$ cat src/rtl/cache_controller.sv
// cache_controller
// Direct-mapped, write-back, write-allocate data cache: 4 lines of 4 words each.
// It sits between a CPU word port and a main memory that transfers 128-bit blocks.
// A miss runs WRITEBACK (only when the victim is dirty), then ALLOCATE, then
// returns to COMPARE, which now hits and completes the access.
//
// Ports
//   clk, reset          rising-edge clock; synchronous active-high reset
//   cpu_req/we/addr/wdata  request inputs, sampled only while cpu_ready=1
//   cpu_ready           idle and able to accept a request
//   cpu_done            one-cycle completion pulse
//   cpu_rdata           load data, valid only while cpu_done=1 (otherwise 0)
//   mem_read_write      1 = block write to memory, 0 = block read
//   mem_address         block byte address, bits [3:0] always 0
//   mem_write_data      victim block driven during WRITEBACK
//   mem_read_data       block returned by memory (combinational)
//   hit_count/miss_count  saturating first-compare statistics
//
// Block packing: word 0 in [127:96], word 1 in [95:64], word 2 in [63:32],
// word 3 in [31:0].
module cache_controller #(
  parameter int MEM_LATENCY = 2,
  parameter int CNT_W       = 16
) (
  input  logic             clk,
  input  logic             reset,
  input  logic             cpu_req,
  input  logic             cpu_we,
  input  logic [9:0]       cpu_addr,
  input  logic [31:0]      cpu_wdata,
  output logic             cpu_ready,
  output logic             cpu_done,
  output logic [31:0]      cpu_rdata,
  output logic             mem_read_write,
  output logic [9:0]       mem_address,
  output logic [127:0]     mem_write_data,
  input  logic [127:0]     mem_read_data,
  output logic [CNT_W-1:0] hit_count,
  output logic [CNT_W-1:0] miss_count
);

  localparam int LAT_W = (MEM_LATENCY > 1) ? $clog2(MEM_LATENCY) : 1;
  localparam logic [LAT_W-1:0] LAT_LAST = LAT_W'(MEM_LATENCY - 1);

  typedef enum logic [1:0] {
    IDLE      = 2'd0,
    COMPARE   = 2'd1,
    WRITEBACK = 2'd2,
    ALLOCATE  = 2'd3
  } state_t;

  state_t state_reg, state_next;

  // Latched request; only loaded in IDLE so it cannot change mid-operation.
  logic             req_we_reg;
  logic [9:2]       req_addr_reg;
  logic [31:0]      req_wdata_reg;
  // Marks the first COMPARE of a request, the only one that updates statistics.
  logic             first_cmp_reg;
  // Cycles spent so far in the current WRITEBACK/ALLOCATE memory transfer.
  logic [LAT_W-1:0] lat_cnt_reg;
  logic [CNT_W-1:0] hit_count_reg;
  logic [CNT_W-1:0] miss_count_reg;

  // Byte-offset bits carry no information for word accesses.
  logic unused_addr_bits;
  assign unused_addr_bits = ^cpu_addr[1:0];

  logic [3:0] req_tag;
  logic [1:0] req_idx;
  logic [1:0] req_word;
  assign req_tag  = req_addr_reg[9:6];
  assign req_idx  = req_addr_reg[5:4];
  assign req_word = req_addr_reg[3:2];

  // Per-line state views, gathered from the line storage below.
  logic [3:0]   line_valid;
  logic [3:0]   line_dirty;
  logic [3:0]   line_tag  [4];
  logic [127:0] line_data [4];

  logic         cur_valid;
  logic         cur_dirty;
  logic [3:0]   cur_tag;
  logic [127:0] cur_data;
  logic         hit;
  logic         lat_last;
  logic         store_hit;
  logic         wb_last;
  logic         alloc_fill;
  logic [31:0]  sel_word;
  logic [127:0] store_block;

  assign cur_valid  = line_valid[req_idx];
  assign cur_dirty  = line_dirty[req_idx];
  assign cur_tag    = line_tag[req_idx];
  assign cur_data   = line_data[req_idx];
  assign hit        = cur_valid && (cur_tag == req_tag);
  assign lat_last   = (lat_cnt_reg == LAT_LAST);
  assign store_hit  = (state_reg == COMPARE) && hit && req_we_reg;
  assign wb_last    = (state_reg == WRITEBACK) && lat_last;
  assign alloc_fill = (state_reg == ALLOCATE) && lat_last;

  // Word select for loads and word merge for stores share the same packing.
  always_comb begin
    sel_word    = '0;
    store_block = cur_data;
    case (req_word)
      2'd0: begin sel_word = cur_data[127:96]; store_block[127:96] = req_wdata_reg; end
      2'd1: begin sel_word = cur_data[95:64];  store_block[95:64]  = req_wdata_reg; end
      2'd2: begin sel_word = cur_data[63:32];  store_block[63:32]  = req_wdata_reg; end
      default: begin sel_word = cur_data[31:0]; store_block[31:0] = req_wdata_reg; end
    endcase
  end

  genvar gi;
  generate
    for (gi = 0; gi < 4; gi++) begin : g_line
      logic         valid_reg;
      logic         dirty_reg;
      logic [3:0]   tag_reg;
      logic [127:0] data_reg;
      logic         sel;

      assign sel = (req_idx == 2'(gi));

      // Status bits are the only line state that reset must clear.
      always_ff @(posedge clk) begin
        if (reset) begin
          valid_reg <= 1'b0;
          dirty_reg <= 1'b0;
        end else if (sel) begin
          if (store_hit) begin
            dirty_reg <= 1'b1;
          end else if (wb_last) begin
            dirty_reg <= 1'b0;
          end else if (alloc_fill) begin
            valid_reg <= 1'b1;
            dirty_reg <= 1'b0;
          end
        end
      end

      always_ff @(posedge clk) begin
        if (sel && store_hit) begin
          data_reg <= store_block;
        end else if (sel && alloc_fill) begin
          data_reg <= mem_read_data;
          tag_reg  <= req_tag;
        end
      end

      assign line_valid[gi] = valid_reg;
      assign line_dirty[gi] = dirty_reg;
      assign line_tag[gi]   = tag_reg;
      assign line_data[gi]  = data_reg;
    end
  endgenerate

  // State register
  always_ff @(posedge clk) begin
    if (reset) begin
      state_reg <= IDLE;
    end else begin
      state_reg <= state_next;
    end
  end

  // Next-state logic
  always_comb begin
    state_next = state_reg;
    case (state_reg)
      IDLE: begin
        if (cpu_req) state_next = COMPARE;
      end
      COMPARE: begin
        if (hit)                         state_next = IDLE;
        else if (cur_valid && cur_dirty) state_next = WRITEBACK;
        else                             state_next = ALLOCATE;
      end
      WRITEBACK: begin
        if (lat_last) state_next = ALLOCATE;
      end
      ALLOCATE: begin
        if (lat_last) state_next = COMPARE;
      end
      default: state_next = IDLE;
    endcase
  end

  // Output logic
  always_comb begin
    cpu_ready      = 1'b0;
    cpu_done       = 1'b0;
    cpu_rdata      = '0;
    mem_read_write = 1'b0;
    mem_address    = '0;
    mem_write_data = '0;
    case (state_reg)
      IDLE: cpu_ready = 1'b1;
      COMPARE: begin
        cpu_done = hit;
        if (hit) cpu_rdata = sel_word;
      end
      WRITEBACK: begin
        mem_read_write = 1'b1;
        mem_address    = {cur_tag, req_idx, 4'b0000};
        mem_write_data = cur_data;
      end
      ALLOCATE: begin
        mem_address = {req_tag, req_idx, 4'b0000};
      end
      default: ;
    endcase
  end

  // Request latch, transfer timer and statistics
  always_ff @(posedge clk) begin
    if (reset) begin
      req_we_reg     <= 1'b0;
      req_addr_reg   <= '0;
      req_wdata_reg  <= '0;
      first_cmp_reg  <= 1'b0;
      lat_cnt_reg    <= '0;
      hit_count_reg  <= '0;
      miss_count_reg <= '0;
    end else begin
      if (state_reg == IDLE && cpu_req) begin
        req_we_reg    <= cpu_we;
        req_addr_reg  <= cpu_addr[9:2];
        req_wdata_reg <= cpu_wdata;
        first_cmp_reg <= 1'b1;
      end else if (state_reg == COMPARE) begin
        first_cmp_reg <= 1'b0;
      end

      // The timer restarts on every state change, including WRITEBACK->ALLOCATE.
      if (state_reg != state_next) begin
        lat_cnt_reg <= '0;
      end else if (state_reg == WRITEBACK || state_reg == ALLOCATE) begin
        lat_cnt_reg <= lat_cnt_reg + 1'b1;
      end

      if (state_reg == COMPARE && first_cmp_reg) begin
        if (hit) begin
          if (hit_count_reg != {CNT_W{1'b1}}) hit_count_reg <= hit_count_reg + 1'b1;
        end else begin
          if (miss_count_reg != {CNT_W{1'b1}}) miss_count_reg <= miss_count_reg + 1'b1;
        end
      end
    end
  end

  assign hit_count  = hit_count_reg;
  assign miss_count = miss_count_reg;

endmodule

$ cat config.mk
export PLATFORM = sky130hd
export DESIGN_NAME = cache_controller
export DESIGN_NICKNAME = d
export VERILOG_FILES = /design/src/rtl/cache_controller.sv
export SDC_FILE = /design/constraint.sdc
export NUM_CORES = 1
export LEC_CHECK = 0
export BUFFER_PORTS_ARGS = -buffer_cell sky130_fd_sc_hd__buf_4
export CAP_MARGIN = 20
export CELL_PAD_IN_SITES_DETAIL_PLACEMENT = 0
export CELL_PAD_IN_SITES_GLOBAL_PLACEMENT = 1
export CORE_MARGIN = 2
export CORE_UTILIZATION = 40
export CTS_CLUSTER_SIZE = 30
export DETAILED_ROUTE_END_ITERATION = 8
export PLACE_DENSITY = 0.82
export RECOVER_POWER = 25
export SYNTH_ARGS = -nofsm -noshare
export SYNTH_HDL_FRONTEND = slang
export SYNTH_SLANG_ARGS = --single-unit
$ cat constraint.sdc
create_clock -name clk -period 4.49 [get_ports clk]
set_input_delay 0.898 -clock clk [delete_from_list [all_inputs] [get_ports clk]]
set_output_delay 0.898 -clock clk [all_outputs]
set_load 0.02 [all_outputs]
# Word-level counts from Yosys, hierarchy flattened
# Cells that the tools add are included.
[totals] reg_bits=613 latchBits=0 ram_bits=0 rom_bits=0 out_inout_bits=205 elab_cells=132 mem_count=0
[classes] addsub=3 n_mul=0 div=0 order_cmp=2 n_eq_ne=12 n_shift=0 n_mux=41 bitwise=8 reduce_logical=42
[op_table] op="two-way mux 128 bit" count=11
[op_table] op="binary-select mux 128 bit (select 2 bit)" count=1
[op_table] op="two-way mux 32 bit" count=6
[op_table] op="one-hot mux 32 bit (3 select lines)" count=1
[op_table] op="adder 16 x 1 -> 16 bit, second input constant" count=2
[op_table] op="!= test 16 bit, second input constant" count=2
[op_table] op="one-hot mux 10 bit (2 select lines)" count=1
[op_table] op="logical AND 1 bit" count=16
[op_table] op="AND reduction 2 bit" count=8
[op_table] op="AND reduction 4 bit" count=4
[op_table] op="two-way mux 1 bit" count=11
[op_table] op="equality test 2 bit, second input constant" count=5
[op_table] op="nonzero test 2 bit" count=5
[op_table] op="binary-select mux 4 bit (select 2 bit)" count=1
[op_table] op="two-way mux 2 bit" count=4
[op_table] op="two-way mux 4 bit" count=2
[op_table] op="one-hot mux 2 bit (4 select lines)" count=1
[op_table] op="NOT 1 bit" count=7
[op_table] op="equality test 2 x 1 -> 1 bit, second input constant" count=3
[op_table] op="zero test 2 bit" count=3
[op_table] op="AND reduction 3 bit" count=2
[op_table] op="binary-select mux 1 bit (select 2 bit)" count=2
[op_table] op="equality test 4 bit" count=1
[op_table] op=">= comparator 3 bit, second input constant" count=1
[op_table] op="other kinds (8)" count=8

# Longest topological paths before layout
# Gate-level depths: netlist of run 1.
[depth] depth_word=11 depth_mapped=10

# Worst setup path after synthesis of run 1
# No wires, ideal clock.
[synth_path] path_type="reg-to-reg" start="register req_addr_reg[4] (netlist name)" end="register g_line[0].data_reg[0], enable pin" arrival_time_ps=4075 required_ps=4057 setup_slack_ps=-18 stages_incl_launch_ff=11 path_buffers=4 synth_period_minus_slack_ps=4508 cell_sequence="dfxtp_1 -> buf_2 -> mux4_2 -> xnor2_1 -> nand4_2 -> or2_1 -> buf_2 -> nor4_2 -> buf_4 -> buf_4 -> or2_2"
[synth_via] elab_chain_len=10
[synth_rtl] item="start, declared" line="56" source="logic [9:2] req_addr_reg;"
[synth_rtl] item="start signal, assigned" line="230" source="req_addr_reg <= cpu_addr[9:2];"
[synth_rtl] item="NOT 2 -> 3 bit (implied by the code)" line="96" source="assign cur_tag = line_tag[req_idx];"
[synth_rtl] item="binary-select mux 4 bit (select 2 bit)" line="96"
[synth_rtl] item="two-way mux 4 bit (implied by the code) (2 in a row)" line="96"
[synth_rtl] item="equality test 4 bit" line="98" source="assign hit = cur_valid && (cur_tag == req_tag);"
[synth_rtl] item="logical AND 1 bit" line="98"
[synth_rtl] item="logical AND 1 bit (2 in a row)" line="100" source="assign store_hit = (state_reg == COMPARE) && hit && req_we_reg;"
[synth_rtl] item="logical AND 1 bit" line="145" source="if (sel && store_hit) begin"
[synth_rtl] item="nonzero test 2 bit (no source line) *"
[synth_rtl] item="end signal, assigned" line="146" source="data_reg <= store_block;"
[synth_rtl] item="end signal, assigned" line="148" source="data_reg <= mem_read_data;"
[synth_rtl] item="end, declared" line="122" source="logic [127:0] data_reg;"
# Every way passes the cells marked *; elsewhere a longest branch is shown, timed or not. The select of a mux whose other input is x is not followed.
# A chain may end at the register's enable or synchronous reset.

# Final worst setup path of run 1
[layout_path] start="register req_addr_reg[5] (netlist name)" end="output port cpu_rdata[22]"
[layout_via] elab_chain_len=8
[layout_rtl] item="NOT 2 -> 3 bit (implied by the code)" line="96, 97"
[layout_rtl] item="binary-select mux 4 bit (select 2 bit)" line="96"
[layout_rtl] item="two-way mux 4 bit (implied by the code) (2 in a row)" line="96"
[layout_rtl] item="equality test 4 bit" line="98"
[layout_rtl] item="logical AND 1 bit" line="98"
[layout_rtl] item="two-way mux 32 bit *" line="203" source="if (hit) cpu_rdata = sel_word;"
[layout_rtl] item="two-way mux 32 bit *" line="199" source="case (state_reg)"
[layout_rtl] item="end, declared" line="33" source="output logic [31:0] cpu_rdata,"
# Marked as above.

==> summary.md, run 1 <==
| Metric | Value |
|---|---|
| Port buffer count | `372` |
| Final worst-path cycle share | `92.0%` |
| Final instance count without filler cells | `3557` |
| Core area | `0.0802 sq mm` |
| Count of cell types in the netlist | `50` |
| Design Area, Final | `0.0384 sq mm` |
| Most used DFF post-synth | `edfxtp_1` |
| Vias post-DR | `20454` |
| Nets@finish | `2606` |
| RSZ-0062 raised after global routing | `no` |
| Post-place setup slack | `1.03 ns` |
| Setup TNS | `0 ns` |
| Asr flop ratio synth | `0%` |
| Largest net degree at the start of global routing | `86` |
| Leak | `0.0131 uW` |
| Final wirelength | `94500 microns` |
| Placed instance count | `3415` |
| Final core occ | `47.9%` |
| Bufs and invs on worst path | `4` |
| Die Width | `288 microns` |
| CTS tree | `done` |
| # rows | `104` |
| Worst slew pin tran | `2.63 ns` |
| Final Slew Violations | `72` |
| Final min period | `4.13 ns` |
| CP Capture Type | `output port` |
| Crit-path max FO | `85` |
| Drt drc | `0` |
| Syn avg cell area | `15.4 sq um` |
| First-pass GRT wire length | `138000 microns` |
| Root Driver | `clkbuf_16` |
| Starting DRT DRC Count | `1630` |
| Tot GR Track Use | `22.4%` |
| Mapped Cells | `2094` |
| Die area | `0.0830 sq mm` |
| Worst path max stage delay | `0.57 ns` |
| Most common cell on crit path | `buf_4` |
| Worst endpoint data arrival time | `3.23 ns` |
| Ys Warns | `0` |
| Post-CTS setup buffer count | `0` |
| Placed Area | `0.0363 sq mm` |
| Final setup viols | `0` |
| Fin. Hold Viols | `0` |
| WL/cell | `26.6 microns` |
| Layout cells sized above 1 | `48.4%` |
| HP Class | `flip-flop to flip-flop` |
| Antenna violations before repair | `14` |
| Status | `finished with violations` |
| Pwr/cell area | `365 mW/mm^2` |
| Final worst slack | `0.358 ns` |
| CTS hold repair buffers | `0` |
| Synthesized flop and latch total | `613` |
| DP HPWL | `58900 microns` |
| Required time worst endpoint | `3.59 ns` |
| Vias in the first global route | `21630` |
| Worst-path clk slew | `0.06 ns` |
| Failing checks | `capacitance limit, slew limit` |
| Vias per std cell | `5.75` |
| Starting Density | `40.3%` |
| Layout area overhead | `19.0%` |
| Relative slew slack | `-75.6%` |
| Fmax | `242 MHz` |
| Total grt overflow | `0` |
| Register area share after synthesis | `54.4%` |
| CTS Buf Count | `72` |
| Nature of the critical path startpoint | `flip-flop` |
| Clk buf depth | `3` |
| Worst VDD drop | `0.250 mV` |
| Number of fillers in the final layout | `6953` |
| Die Height | `288 microns` |
| RD Place Congestion | `0.790` |
| Crit path max-delay family | `buffers and inverters` |
| Post-synth EDFFs | `528` |
| Cts repair resizes | `0` |
| Cell Chain, Critical Path | `buf_12, mux2_2, o21ai_0, buf_4, nor2_1, buf_4, and3_1, buf_4` |
| CP max-delay cell | `dfxtp_1` |
| Clock Latency Late Sink | `0.60 ns` |
| Clk sinks | `613` |
| Top-level I/O count | `379` |
| Clk_skew | `0.0187 ns` |
| Max Cap Violations | `2` |
| Post-DRT Antenna Nets | `0` |
| Cell area after synthesis | `0.0323 sq mm` |
| Kind of critical path | `flip-flop to output port` |
| Drt pass-1 iters | `5` |
| H-tree Lvls | `3` |
| Max FFs per register | `512` |
## metal layers
| layer | up-vias | global-route usage [%] | wire length [microns] |
|---|---|---|---|
| li1 | 8870 | - | - |
| met1 | 10593 | 28.2 | 37500 |
| met2 | 792 | 37.5 | 46500 |
| met3 | 185 | 5.23 | 7330 |
| met4 | 14 | 8.83 | 3090 |
| met5 | - | 0 | 94 |
## path summary, 6_finish.rpt
kind	start	to	slack, ns	cells after the start
max	req_addr_reg[5]$_SDFFE_PP0P_	cpu_rdata[22]	0.36	8
min	g_line[1].valid_reg$_SDFFE_PP0P_	g_line[1].valid_reg$_SDFFE_PP0P_	0.48	2
max reg2reg	req_addr_reg[5]$_SDFFE_PP0P_	g_line[1].data_reg[83]$_DFFE_PP_	0.43	7
min reg2reg	g_line[1].valid_reg$_SDFFE_PP0P_	g_line[1].valid_reg$_SDFFE_PP0P_	0.48	2
## layout make-up
cell class | count | area [sq um] | area share, %
Multi-Input combinational cell | 1319 | 13900 | 36.2
Clock inverter | 33 | 309 | 0.805
Clock buffer | 99 | 1970 | 5.14
Inverter | 5 | 18.8 | 0.0489
Tap cell | 1060 | 1330 | 3.45
Timing Repair Buffer | 419 | 3280 | 8.54
Antenna cell | 9 | 22.5 | 0.0586
Sequential cell | 613 | 17600 | 45.7
## metrics by stage
stage	hold slack, ns	total power, uW
floorplan	0.435	7620
global placement	0.450	8360
detailed placement	0.461	8430
CTS	0.474	14100
global route	0.501	14500
finish	0.475	14000
## cell families (layout without fill, tap and decap cells)
family / after synthesis / in the layout / synth area share, %
and+or+nand+nor: 391 / 391 / 6.51
adders and majority gates: 2 / 2 / 0.0775
AOI/OAI and AO/OA: 87 / 87 / 1.54
other: 1 / 13 / 0.0116
muxes: 825 / 825 / 34.5
buffers and inverters: 165 / 556 / 2.67
DFF: 613 / 613 / 54.4
xor gates and xnor gates: 10 / 10 / 0.271
## worst reg2reg max path: cells and delay by family, from the launching register on
kind	cells	cell delay, ns
AOI/OAI and AO/OA	1	0.09
buffers and inverters	2	1.16
and+or+nand+nor	3	1.50
muxes	1	0.28
DFF	1	0.57
## power breakdown
part           switching (uW)  internal [uW]  leakage (uW)
registers                 109           6230       0.00544
logic                    1060            910       0.00655
clock network            2340           3380       0.00112
total                    3510          10500        0.0131
## synth_stat cells, types with 2 or more instances
| cell | count | area, sq um |
|---|---|---|
| nor2b_1 | 17 | 106 |
| a31o_2 | 2 | 17.5 |
| o21ai_0 | 11 | 55.1 |
| ha_1 | 2 | 25.0 |
| inv_1 | 4 | 15.0 |
| nand3_1 | 15 | 75.1 |
| mux2i_1 | 8 | 80.1 |
| or4_1 | 3 | 22.5 |
| o2111ai_1 | 3 | 26.3 |
| buf_6 | 10 | 113 |
| nor2_1 | 42 | 158 |
| edfxtp_1 | 528 | 15900 |
| and4_1 | 2 | 17.5 |
| dfxtp_1 | 85 | 1700 |
| o31ai_1 | 4 | 30.0 |
| nand2_1 | 101 | 379 |
| mux2_2 | 539 | 6070 |
| buf_2 | 13 | 65.1 |
| or3_1 | 5 | 31.3 |
| o21a_1 | 2 | 15.0 |
| or2_2 | 4 | 25.0 |
| xnor2_1 | 6 | 52.6 |
| mux4_2 | 165 | 3720 |
| xor2_1 | 4 | 35.0 |
| a21oi_1 | 55 | 275 |
| buf_1 | 18 | 67.6 |
| nand4_1 | 7 | 43.8 |
| o211ai_1 | 4 | 30.0 |
| and3_1 | 41 | 257 |
| clkbuf_1 | 79 | 297 |
| mux2_1 | 113 | 1270 |
| nor3_2 | 3 | 30.0 |
| buf_4 | 40 | 300 |
| nor4_1 | 3 | 18.8 |
| and2_1 | 132 | 826 |
| nand2b_1 | 6 | 37.5 |
| nor3_1 | 5 | 25.0 |
## cell usage in the layout, fill, tap and decap left out, types with 5 or more instances in the layout
cell type  instances
buf_12            22
clkbuf_8           5
clkinv_2          13
and2_1           130
a21oi_1           55
xnor2_1            6
bufinv_16          5
nor2b_1           15
clkbuf_2           5
clkinv_1           8
nand2_1          100
or3_1              5
edfxtp_1         528
mux2_2           539
clkbuf_16         73
and3_1            41
mux2i_1            8
buf_4            351
dfxtp_1           82
mux2_1           113
nand3_1           15
inv_6              5
nor3_1             8
clkbuf_1          61
diode_2            9
nand4_1            7
nor2_1            41
o21ai_0           12
mux4_2           165
Power figures use the tool's default switching activity.
==> run 2: changes to the inputs <==
--- a/config.mk
+++ b/config.mk
@@ -10,10 +10,10 @@
 export CELL_PAD_IN_SITES_DETAIL_PLACEMENT = 0
 export CELL_PAD_IN_SITES_GLOBAL_PLACEMENT = 1
 export CORE_MARGIN = 2
-export CORE_UTILIZATION = 40
+export CORE_UTILIZATION = 45
 export CTS_CLUSTER_SIZE = 30
 export DETAILED_ROUTE_END_ITERATION = 8
-export PLACE_DENSITY = 0.82
+export PLACE_DENSITY = 0.89
 export RECOVER_POWER = 25
 export SYNTH_ARGS = -nofsm -noshare
 export SYNTH_HDL_FRONTEND = slang
==> summary.md, run 2 (synthesis results as in run 1) <==
| Metric | Value |
|---|---|
| Relative slew slack | `-25.4%` |
| Clk sinks | `613` |
| CTS Buf Count | `70` |
| Layout cells sized above 1 | `49.1%` |
| Combinational power share | `13.4%` |
| Final Power | `14500 uW` |
| Crit-path max FO | `34` |
| Die area | `0.0739 sq mm` |
| Crit path max-delay family | `simple AND/OR/NAND/NOR gates` |
| Nature of the critical path startpoint | `flip-flop` |
| H-tree Lvls | `3` |
| Final core occ | `54.3%` |
| Post-DRT Antenna Nets | `0` |
| Sw Share | `24.3%` |
| Cell Chain, Critical Path | `buf_4, nor2b_2, buf_4, and2_1, buf_4` |
| Fin. Hold Viols | `0` |
| Worst endpoint data arrival time | `3.24 ns` |
| Final setup viols | `0` |
| Starting DRT DRC Count | `1629` |
| Drt pass-1 iters | `6` |
| Final min period | `4.14 ns` |
| Vias in the first global route | `21376` |
| CP max-delay cell | `nor2b_2` |
| Clock Latency Late Sink | `0.62 ns` |
| Vias post-DR | `20295` |
| Root Driver | `clkbuf_16` |
| Max Cap Violations | `4` |
| Worst VDD drop | `0.284 mV` |
| Antenna violations before repair | `12` |
| CTS hold repair buffers | `0` |
| Commonest non-fill, non-tap cell in the layout | `mux2_2` |
| Pint | `11000 uW` |
| Fmax | `242 MHz` |
| Worst-path clk slew | `0.06 ns` |
| Drt drc | `0` |
| Layout area overhead | `19.8%` |
| Die Height | `272 microns` |
| Starting Density | `45.3%` |
| Worst slew pin tran | `1.88 ns` |
| Leak | `0.0133 uW` |
| Clk buf depth | `3` |
| RD Place Congestion | `0.795` |
| Final instance count without filler cells | `3455` |
| WL/cell | `26.4 microns` |
| Port buffer count | `372` |
| Status | `finished with violations` |
| Die Width | `272 microns` |
| Switching power | `3530 uW` |
| Core area | `0.0712 sq mm` |
| Final Slew Violations | `98` |
| Worst path max stage delay | `1.18 ns` |
| Cts repair resizes | `0` |
| First-pass GRT wire length | `134000 microns` |
| Final worst-path cycle share | `92.2%` |
| RSZ-0062 raised after global routing | `no` |
| Most frequent cells in the layout | `mux2_2 (539), edfxtp_1 (528), buf_4 (365)` |
| Share of power burned in registers | `43.6%` |
| Bufs and invs on worst path | `3` |
| Setup TNS | `0 ns` |
| Post-CTS setup buffer count | `0` |
| Final wirelength | `91100 microns` |
| CP Capture Type | `output port` |
| Max FFs per register | `512` |
| Most common cell on crit path | `buf_4` |
| Failing checks | `capacitance limit, slew limit` |
| CTS tree | `done` |
| Top-level I/O count | `379` |
| Placed instance count | `3320` |
| Kind of critical path | `flip-flop to output port` |
| Vias per std cell | `5.87` |
| Nets@finish | `2620` |
| Clock power frac | `43.0%` |
| Clk_skew | `0.0291 ns` |
| # rows | `98` |
| Pwr/cell area | `375 mW/mm^2` |
| Total grt overflow | `0` |
| DP HPWL | `57100 microns` |
| R2R Setup Slk | `0.54 ns` |
| HP Class | `flip-flop to flip-flop` |
| WHS | `0.479 ns` |
| Required time worst endpoint | `3.59 ns` |
| Tot GR Track Use | `24.3%` |
| Largest net degree at the start of global routing | `84` |
-- run 2: cell types whose count changed in the layout (fill, tap and decap cells not counted), sizes merged --
cell / delta
buf: +16
clkbuf: -12
bufinv: +9
inv: -4
diode: -3
clkinv: +1
clkinvlp: +1
-- run 2: tightest hold or removal path, cell delays in order, from the launching register on --
cell and delay (ns):
dfxtp_1 0.33, nor2_1 0.05, nor2_1 0.07
-- run 2: final timing paths --
path,depth (start not counted),from,to
max,5,state_reg[1]$_SDFF_PP0_,mem_write_data[87]
min,2,g_line[3].valid_reg$_SDFFE_PP0P_,g_line[3].valid_reg$_SDFFE_PP0P_
max reg2reg,9,req_addr_reg[5]$_SDFFE_PP0P_,g_line[1].data_reg[85]$_DFFE_PP_
min reg2reg,2,g_line[3].valid_reg$_SDFFE_PP0P_,g_line[3].valid_reg$_SDFFE_PP0P_
-- run 2: power by group through the flow --
stage | sequential [uW] | combinational (uW) | clock [uW]
after detailed placement | 6450 | 1950 | 0
final | 6330 | 1950 | 6240
after floorplan | 6380 | 1240 | 0
after global placement | 6450 | 1880 | 0
after CTS | 6330 | 1960 | 6310
after global routing | 6330 | 2080 | 6540
-- run 2: final cells by class --
class                      instances  area, sq um
tap                              950         1190
timing repair buffer             435         3420
fill                            5714        32600
antenna                            6         15.0
multi-input combinational       1319        13900
clock inverter                    40          628
inverter                           5         18.8
clock buffer                      87         1910
sequential                       613        17600
-- run 2: routing by layer --
layer / share of wire (%) / global-route usage (%) / wire length (microns) / up-vias
met5: 0.083 / 0 / 76 / -
met4: 3.4 / 9.12 / 3090 / 12
met3: 7.2 / 5.20 / 6570 / 170
met2: 50 / 41.6 / 45500 / 741
met1: 39 / 30.2 / 35800 / 10482
li1: - / - / - / 8890
-- run 2: per-stage QoR --
stage	instance area (sq um)	setup slack (ns)
2_1_floorplan	32300	0.0288
3_3_place_gp	36300	0.936
3_5_place_dp	36300	0.958
4_1_cts	38900	0.391
5_1_grt	38700	0.178
6_report	38700	0.351
